--- src/rtl/load_store_unit.sv ---
// load_store_unit: initiator side of the data-memory interface.
// Accepts load / store / fetch-and-add requests over valid/ready and
// returns one response per request. Only one transaction is ever in flight.
// read_data is the combinational return path from data_memory.
module load_store_unit #(
  parameter int ADDR_W = 8,
  parameter int DATA_W = 8
) (
  input  logic              clk,
  input  logic              reset,
  input  logic              req_valid,
  output logic              req_ready,
  input  logic [1:0]        req_op,
  input  logic [ADDR_W-1:0] req_addr,
  input  logic [DATA_W-1:0] req_data,
  output logic              resp_valid,
  input  logic              resp_ready,
  output logic [DATA_W-1:0] resp_data,
  output logic              resp_err,
  output logic [ADDR_W-1:0] address,
  output logic [DATA_W-1:0] write_data,
  output logic              mem_read,
  output logic              mem_write,
  input  logic [DATA_W-1:0] read_data
);

  localparam logic [1:0] OP_LOAD  = 2'b00;
  localparam logic [1:0] OP_STORE = 2'b01;
  localparam logic [1:0] OP_FADD  = 2'b10;
  localparam logic [1:0] OP_RSVD  = 2'b11;

  typedef enum logic [1:0] {IDLE, ACCESS, WRITE, RESP} state_t;

  state_t            state;
  logic [1:0]        op_q;
  logic [ADDR_W-1:0] addr_q;
  logic [DATA_W-1:0] data_q;
  logic [DATA_W-1:0] tmp;
  logic [DATA_W-1:0] wdata_q;
  logic              mem_read_q;
  logic              mem_write_q;
  logic [DATA_W-1:0] sum;

  // Fetch-and-add result; the carry out is intentionally dropped.
  assign sum = tmp + data_q;

  // During WRITE the sum drives the bus directly (tmp is only valid once
  // ACCESS has ended); otherwise the registered value is held.
  assign write_data = (state == WRITE) ? sum : wdata_q;

  // Strobes are suppressed combinationally while reset is high so a reset
  // arriving mid-operation can never commit a partial write.
  assign mem_read  = mem_read_q  & ~reset;
  assign mem_write = mem_write_q & ~reset;

  // Main sequencer: state, captured request, memory strobes and response.
  always_ff @(posedge clk) begin
    if (reset) begin
      state       <= IDLE;
      req_ready   <= 1'b1;
      resp_valid  <= 1'b0;
      resp_data   <= '0;
      resp_err    <= 1'b0;
      address     <= '0;
      wdata_q     <= '0;
      mem_read_q  <= 1'b0;
      mem_write_q <= 1'b0;
      op_q        <= '0;
      addr_q      <= '0;
      data_q      <= '0;
      tmp         <= '0;
    end else begin
      case (state)
        IDLE: begin
          if (req_valid && req_ready) begin
            op_q      <= req_op;
            addr_q    <= req_addr;
            data_q    <= req_data;
            req_ready <= 1'b0;
            if (req_op == OP_RSVD) begin
              resp_data  <= '0;
              resp_err   <= 1'b1;
              resp_valid <= 1'b1;
              state      <= RESP;
            end else begin
              resp_err <= 1'b0;
              address  <= req_addr;
              state    <= ACCESS;
              if (req_op == OP_STORE) begin
                mem_write_q <= 1'b1;
                wdata_q     <= req_data;
              end else begin
                mem_read_q  <= 1'b1;
              end
            end
          end
        end
        ACCESS: begin
          mem_read_q  <= 1'b0;
          mem_write_q <= 1'b0;
          case (op_q)
            OP_LOAD: begin
              resp_data  <= read_data;
              resp_valid <= 1'b1;
              state      <= RESP;
            end
            OP_FADD: begin
              tmp         <= read_data;
              resp_data   <= read_data;
              mem_write_q <= 1'b1;
              state       <= WRITE;
            end
            default: begin
              resp_data  <= data_q;
              resp_valid <= 1'b1;
              state      <= RESP;
            end
          endcase
        end
        WRITE: begin
          mem_write_q <= 1'b0;
          address     <= addr_q;
          wdata_q     <= sum;
          resp_valid  <= 1'b1;
          state       <= RESP;
        end
        RESP: begin
          if (resp_ready) begin
            resp_valid <= 1'b0;
            req_ready  <= 1'b1;
            state      <= IDLE;
          end
        end
        default: state <= IDLE;
      endcase
    end
  end

endmodule
--- config.mk ---
export PLATFORM = sky130hd
export DESIGN_NAME = load_store_unit
export DESIGN_NICKNAME = d
export VERILOG_FILES = /design/src/rtl/load_store_unit.sv
export SDC_FILE = /design/constraint.sdc
export NUM_CORES = 1
export LEC_CHECK = 0
export CORE_ASPECT_RATIO = 0.5
export CORE_MARGIN = 3
export CORE_UTILIZATION = 55
export CTS_CLUSTER_DIAMETER = 50
export DETAILED_ROUTE_END_ITERATION = 10
export GPL_ROUTABILITY_DRIVEN = 0
export PLACE_DENSITY = 0.85
export SLEW_MARGIN = 10
export SYNTH_ARGS = -nofsm -noshare
export SYNTH_HDL_FRONTEND = slang
export SYNTH_SLANG_ARGS = --single-unit
--- constraint.sdc ---
create_clock -name clk -period 3.5 [get_ports clk]
set_input_delay 0.35 -clock clk [delete_from_list [all_inputs] [get_ports clk]]
set_output_delay 0.35 -clock clk [all_outputs]
set_load 0.05 [all_outputs]
==> run metrics <==
Max rail drop VDD approximately 500 uV; largest area contributor in the netlist dfxtp_1; Fin Hold WS 0.336 ns; clk buf depth 2; post-synthesis compound-gate area fraction 19.1%; largest net degree at the start of global routing between 40 and 50; layout cell share with drive strength beyond 1 7.96%; Die ar. 6200 sq um; EDFF count, synth 0; Pleak 1.42 nW; Yosys cell types 46; via count 2627; GRT Overall Usage between 20% and 30%; RSZ-0062 raised after global routing false; count leader, synth dfxtp_1; Num CTS Buffers 9; Fmax achieved around 300 MHz; critical-path maximum fanout 4; drt total wl ~7100 um; WL per Instance around 15 um; CP max-delay cell clkdlybuf4s50_1; Starting Density 61.1%; Hold Path Class primary input to flop; vias in the first global route 2626; CP endpoint kind output pin; Worst-Margin Slew 0.841 ns; sequential fraction of the synthesis area 39.5%; synth cell count leaders dfxtp_1 (57), nand2_1 (52), a21oi_1 (45), nor2_1 (38), mux2i_1 (20); mux contribution to synthesized area 10.8%; Residual DRC 0; Top FF cell, synth dfxtp_1; GR Util met1 29.4%; nets roughly 440; Critical Path Start Type flop; most area-consuming cells after synthesis dfxtp_1 (40%), a21oi_1 (7.8%), mux2i_1 (6.9%); DRT antenna net count 0; main combinational cell family by area after synthesis compound AO/OA/AOI/OAI gates; io pins slightly below 60; Max-Cap Viols 0; post-cts sizing count 0; Simple-Gate Fraction of Synth Area 18.2%; Synth Area in Adders 5.90%; worst-path cell chain ha_1 -> a211oi_2 -> nor4b_1 -> or3_1 -> and3_1 -> nor2_1 -> clkdlybuf4s50_1; met2 Resource Use GR about two fifths; Area Growth Syn to Fin 24.5%; Synth Area in XOR/XNOR 0.607%; CP max stage delay 0.80 ns; Synth warnings 0; worst skew pair latency 0.33 ns; DR pass1 iterations 4; Initial DRC Count 108; Final Max Slew Viols 0; setup TNS 0 ns; synthesized flop and latch total 57; critical path arrival 2.94 ns; Syn Nets 388; Core Footprint 4720 sq um; kind of critical path flop to output pin; PortBufs 58; die height 57.2 um; GRT overflow 0; period utilization 94.1%; Period minus WS final between 3 and 4 ns; detailed placement HPWL 5000 um; clk root buf clkbuf_8; Post-Syn Instances roughly 350; clock transition at the registers of the reported paths roughly 0.06 ns; PD cells 725 nW/um^2; Fin Clk Skew 0.00446 ns; status finished clean; Crit path required time between 3 and 4 ns; die width 108 um; post-synthesis cell area 2890 sq um; Post-synth ARST share 0%; H-Tree Depth 3; Site Rows 17; slew margin rel. 43.9%; clock sink count 57; syn avg cell area 8.36 sq um; first-pass GRT wire length 11900 um; CTS tree done; Avg Vias per Cell ~5.6; top cell type's share of synthesized area 39.5%; post-CTS setup buffers 0; layer with the highest usage met2; diodes inserted 0; # setup viols final 0; initial antenna violation count 0; hold buffer count at CTS 0; global-route met3 utilization 8.36%; final hold viol count 0
[kinds of logic after synthesis]
kind of cell | Yosys count
DFF | 57
AOI/OAI and AO/OA | 90
xor gates and xnor gates | 2
and+or+nand+nor | 121
buffers and inverters | 32
adders and majority gates | 13
muxes | 30
[metrics by stage]
step | cell area (sq um) | total power [mW] | utilization (%) | std cells | worst slack (ns)
after floorplan | 2890 | 1.81 | - | 345 | 0.971
after global placement | 3450 | 2.08 | 73.1 | 454 | 0.655
after detailed placement | 3450 | 2.11 | 73.1 | 454 | 0.641
after CTS | 3590 | 2.61 | 76.1 | 468 | 0.199
after global routing | 3590 | 2.76 | 76.1 | 468 | 0.0815
final | 3590 | 2.60 | 76.1 | 468 | 0.207
[flip-flops by register name, summed over array words and instances (netlist names), 2 cells and up]
register	cells
addr_q	8
address	8
data_q	8
op_q	2
resp_data	8
state	2
tmp	8
wdata_q	8
[where the power goes]
group	leakage, nW	internal [mW]	switching, mW
combinational	0.880	0.455	0.805
sequential	0.464	0.773	0.0849
clock	0.0733	0.248	0.239
total	1.42	1.48	1.13
[worst paths after layout]
kind                startpoint             to  slack, ns  cells after the start
hold / removal           reset     address[7]       0.34                      2
setup / recovery     data_q[1]  write_data[7]       0.21                      7
hold reg to reg   resp_data[7]   resp_data[7]       0.45                      2
setup reg to reg      state[1]     address[2]       1.09                      7
[layout by cell type (no fill, tap or decap), types with 9 or more instances in the layout]
| master | instances |
|---|---|
| a21oi_1 | 45 |
| clkbuf_8 | 9 |
| clkdlybuf4s50_1 | 55 |
| dfxtp_1 | 57 |
| ha_1 | 12 |
| inv_1 | 12 |
| mux2_2 | 10 |
| mux2i_1 | 20 |
| nand2_1 | 52 |
| nand3_1 | 10 |
| nor2_1 | 38 |
| o21ai_0 | 10 |
[cell type report]
cell class / instances / area (sq um)
Timing Repair Buffer: 62 / 601
Inverter: 13 / 48.8
Clock inverter: 1 / 5.00
Clock buffer: 13 / 139
Sequential cell: 57 / 1140
Tap cell: 66 / 82.6
Multi-Input combinational cell: 256 / 1580
Fill cell: 355 / 1130
[metal layers]
layer  routed length [um]  part of all wire [%]
met3                  413                   5.8
met4                   93                   1.3
met2                 3420                    48
met1                 3150                    44
met5                    0                     0
[worst max-delay path, delay by kind of cell (launching register included)]
| family | cells | cell delay [ns] |
|---|---|---|
| AND/OR/NAND/NOR | 4 | 0.81 |
| buffers and inverters | 1 | 0.80 |
| flip-flops | 1 | 0.33 |
| adder cells (fa/ha/maj) | 1 | 0.35 |
| AO/OA/AOI/OAI | 1 | 0.32 |
Note: power is estimated with default switching activity, not from simulation.
==> edit 1, RTL diff (config.mk and constraints unchanged) <==
Encoding of `state_t`: now one-hot (4 bits for 4 states).
--- a/src/rtl/load_store_unit.sv
+++ b/src/rtl/load_store_unit.sv
@@ -30,5 +30,5 @@
   localparam logic [1:0] OP_RSVD  = 2'b11;
 
-  typedef enum logic [1:0] {IDLE, ACCESS, WRITE, RESP} state_t;
+  typedef enum logic [3:0] {IDLE = 4'b0001, ACCESS = 4'b0010, WRITE = 4'b0100, RESP = 4'b1000} state_t;
 
   state_t            state;
Function: no difference found for any inputs over 10 cycles, from zero or initial values and one cycle with reset high; not proved beyond that.
==> edit 1 against the unedited design <==
  * Register-to-register slack got worse by 30 ps
  * Area after synthesis down 3.3%
  * Sequential share of layout area grew 0.81 points
  * Sequential cell count is 2 higher
  * Wire length is 2.7% higher
  * First-iteration DRC count rose by 50%
  * Critical path type unchanged
  * Cell area grew 0.94%
  * Highest routed layer unchanged
  * Worst setup slack got worse by 33 ps
Power is not compared: it rests on default switching activity, and its combinational part moved more than twofold at a synthesized area within 25%.
==> edit 1: results (changes against the unedited design) <==
TritonRoute pass-1 iters = 5 (+1)
met3 GRT Util = 9.99% (+1.6 points)
DP HPWL = 5.17 mm (+3.3%)
initial antenna violation count = 0 (unchanged)
DRT iter0 DRCs = 162 (+50%)
Reg-to-Reg Start = state[0]
vias in the first global route = 2634 (+0.30%)
asr flop ratio synth = 0% (unchanged)
outcome = completed
met2 usage = 43.2% (+3.3 points)
wire length per cell = 15.7 um (+3.8%)
slowest stage delay, CP = 720 ps (-80 ps)
clk_skew = 8.27 ps (+3.80 ps)
NumNets Final = 430 (-2.7%)
placed cell count = 447 (-1.5%)
Synth area leaders = dfxtp_1 42%, nand2_1 9.6%, nor2_1 6.1%
Via-to-Cell Ratio = 5.70 (+1.6%)
GRT Overall Usage = 25.8% (+1.6 points)
largest net degree at the start of global routing = 37 (-20%)
ratio of cells with drive above 1 in the final layout = 8.82% (+0.86 points)
number of distinct library cells after synthesis = 38 (-17%)
worst hold slack = 434 ps (+98.2 ps)
first-pass GRT wire length = 12.2 mm (+3.0%)
reg2reg end = address[3]
crit-path max FO = 3 (-1)
register-to-register setup slack = 1060 ps (-30 ps)
Mapped Cells = 338 (-2.0%)
CP arrival = 2980 ps (+40 ps)
DP Area = 0.00343 mm2 (-0.47%)
CP top delay family = buffers and inverters
syn_nets = 376 (-3.1%)
hold crit path type = input pin to flop
Inserted Clock Buffers = 9 (unchanged)
sequential share of the synthesized area = 42.4% (+2.8 points)
GRT met1 Usage = 31.3% (+1.9 points)
R2R depth = 6 (-1)
hold endpoint = resp_err
Post-synth top cells = 71 x nand2_1, 59 x dfxtp_1, 45 x nor2_1, 26 x a21oi_1, 19 x clkbuf_1
edit 1: cell count changes in the layout (fill, tap and decap cells not counted), moves of 6 or more:
cell      delta
a22oi_1      +8
o21ai_1      -6
a21oi_1     -19
a311oi_1     +9
nor2_1       +7
nand3_1      -6
mux2i_1      -9
a211oi_1     +6
nand2_1     +19
inv_1        -8
edit 1: cell type report:
cell class	instances	area [um2]
fillers	348	1010
inverters	4	15.0
clock buffers	11	141
flip-flops and latches	59	1180
multi-input cells	254	1520
clock inverters	5	52.6
repair buffers	64	631
well taps	66	82.6
edit 1: how the worst max path moves through the flow:
stage / startpoint / to / slack, ps / cells after the start
global placement: data_q[0] / write_data[6] / 630 / 9
CTS: data_q[0] / write_data[6] / 150 / 9
global route: data_q[0] / write_data[6] / 20 / 9
finish: data_q[0] / write_data[6] / 170 / 9
detailed placement: data_q[0] / write_data[6] / 520 / 9
floorplan: data_q[3] / write_data[7] / 1130 / 5
edit 1: cells by family after synthesis:
kind of cell	count (synthesis)	share of synthesized area [%]
AO/OA/AOI/OAI	77	18.6
multiplexers	19	7.18
buffers and inverters	25	3.45
XOR/XNOR	2	0.628
AND/OR/NAND/NOR	148	24.0
adder cells (fa/ha/maj)	8	3.86
flip-flops	59	42.4
edit 1: where the power goes:
part | internal (mW) | switching, mW | leakage (nW)
sequential | 0.717 | 0.0353 | 0.481
clock | 0.344 | 0.267 | 0.0991
combinational | 0.138 | 0.208 | 0.851
edit 1: metal layers:
layer	vias to the layer above	part of all wire, %
li1	1291	-
met1	1237	43
met2	104	48
met3	8	7.4
met4	0	0.87
met5	-	0
==> edit 2, RTL diff (config.mk and constraints unchanged) <==
Made on the original files. Change the parameter `ADDR_W` from 8 to 6.
--- a/src/rtl/load_store_unit.sv
+++ b/src/rtl/load_store_unit.sv
@@ -4,5 +4,5 @@
 // read_data is the combinational return path from data_memory.
 module load_store_unit #(
-  parameter int ADDR_W = 8,
+  parameter int ADDR_W = 6,
   parameter int DATA_W = 8
 ) (
Ports: changed (resized address and req_addr); port bits go from 59 to 55. The function was not compared with the original's and may differ.
==> edit 2 against the unedited design <==
  * Worst setup slack better by 85 ps
  * First-iteration DRC count decreased by 15%
  * Wire length decreased by 9.5%
  * Combinational power shrank 6%
  * Power decreased by 10%
  * Largest power group unchanged
  * Cell area fell by 6.9%
  * Sequential cell count fell by 4
  * Utilization shrank 3.3 points
  * Highest routed layer unchanged
  * Area after synthesis shrank 5.0%
==> edit 2: results (changes against the unedited design) <==
vias in the first global route = 2381 (-9.3%)
sequential share of the synthesized area = 38.7% (-0.83 points)
Top FF cell, synth = dfxtp_1
Peak VDD IR = 0.371 mV (-26%)
NumNets Final = 413 (-6.6%)
met3 GRT Util = 4.63% (-3.7 points)
routed wl met2 = 3.12 mm (-8.9%)
Worst-Margin Slew = 841 ps (+0.102 ps)
n_diodes = 0 (unchanged)
synth warn = 0 (unchanged)
Synth area leaders = dfxtp_1 39%, a21oi_1 7.7%, mux2i_1 6.6%
GRT Overall Usage = 22.3% (-2.0 points)
CP top delay family = buffers and inverters
H-tree levels = 2 (-1)
GRT met1 Usage = 28.2% (-1.2 points)
Inserted Clock Buffers = 5 (-4)
outcome = completed
DRT iter0 DRCs = 92 (-15%)
CP arrival = 2860 ps (-80 ps)
number of distinct library cells after synthesis = 45 (-2.2%)
syn_nets = 368 (-5.2%)
slowest stage delay, CP = 710 ps (-90 ps)
initial antenna violation count = 0 (unchanged)
Routed WL = 6.41 mm (-9.5%)
asr flop ratio synth = 0% (unchanged)
switching power = 1.05 mW (-6.7%)
DRC = 0 (unchanged)
hold crit path type = flop to flop
IO Port Bufs = 54 (-6.9%)
Clk Latency, worst-skew pair = 310 ps (-20 ps)
# fillers = 379 (+6.8%)
met2 usage = 39.1% (-0.73 points)
DP HPWL = 4.67 mm (-6.6%)
clk_skew = 6.15 ps (+1.68 ps)
ratio of cells with drive above 1 in the final layout = 6.97% (-0.99 points)
crit-path max FO = 3 (-1)
met1 WL = 2.90 mm (-7.9%)
clk slew on worst S/H paths = 100 ps (+40 ps)
met3 wire length = 310 um (-25%)
leakage = 1.31 nW (-7.8%)
largest net degree at the start of global routing = 51 (+11%)
DR vias = 2471 (-5.9%)
first-pass GRT wire length = 10.9 mm (-7.9%)
Post-synth top cells = 53 x dfxtp_1, 48 x nand2_1, 42 x a21oi_1, 34 x nor2_1, 18 x mux2i_1
## edit 2: changes by cell type after synthesis, sizes merged
cell | before | now
a21oi | 46 | 42
nand2 | 52 | 48
nor2 | 38 | 34
mux2i | 20 | 18
dfxtp | 57 | 53
buf | 10 | 13
clkbuf | 9 | 6
## edit 2: per-stage QoR
stage	instances	setup slack (ps)	cell area, um2
floorplan	327	971	2740
global placement	431	663	3250
detailed placement	431	629	3250
CTS	439	286	3340
global route	439	122	3340
finish	439	292	3340
## edit 2: area by class of cell
type / instances / area, um2 / share of cell area, %
clock inverters: 3 / 22.5 / 0.673
clock buffers: 5 / 68.8 / 2.06
flip-flops and latches: 53 / 1060 / 31.7
inverters: 13 / 48.8 / 1.46
repair buffers: 57 / 558 / 16.7
well taps: 66 / 82.6 / 2.47
multi-input cells: 242 / 1500 / 44.9
## edit 2: tightest hold or removal path: stages, from the launching register on
cell and delay, ps:
dfxtp_1 320, nand2_1 50, a21oi_1 50
## edit 2: worst paths after layout
check,start,to,slack [ps],cells past startpoint
hold reg to reg,resp_data[5],resp_data[5],460,2
setup reg to reg,state[1],address[0],960,7
setup / recovery,data_q[0],write_data[6],290,9
hold / removal,resp_data[5],resp_data[5],460,2
## edit 2: power groups by stage
stage / logic (mW) / registers [mW] / clock network, mW
2_1_floorplan: 0.792 / 0.900 / 0
3_3_place_gp: 1.14 / 0.800 / 0
3_5_place_dp: 1.17 / 0.810 / 0
4_1_cts: 1.18 / 0.796 / 0.361
5_1_grt: 1.28 / 0.812 / 0.388
6_report: 1.18 / 0.799 / 0.358
## edit 2: cells by family after synthesis
group / synth area share (%)
compound gates: 19.2
xor+xnor: 0.639
fa+ha+maj: 6.21
buf+inv: 6.44
flops: 38.7
mux: 10.7
simple gates: 18.1
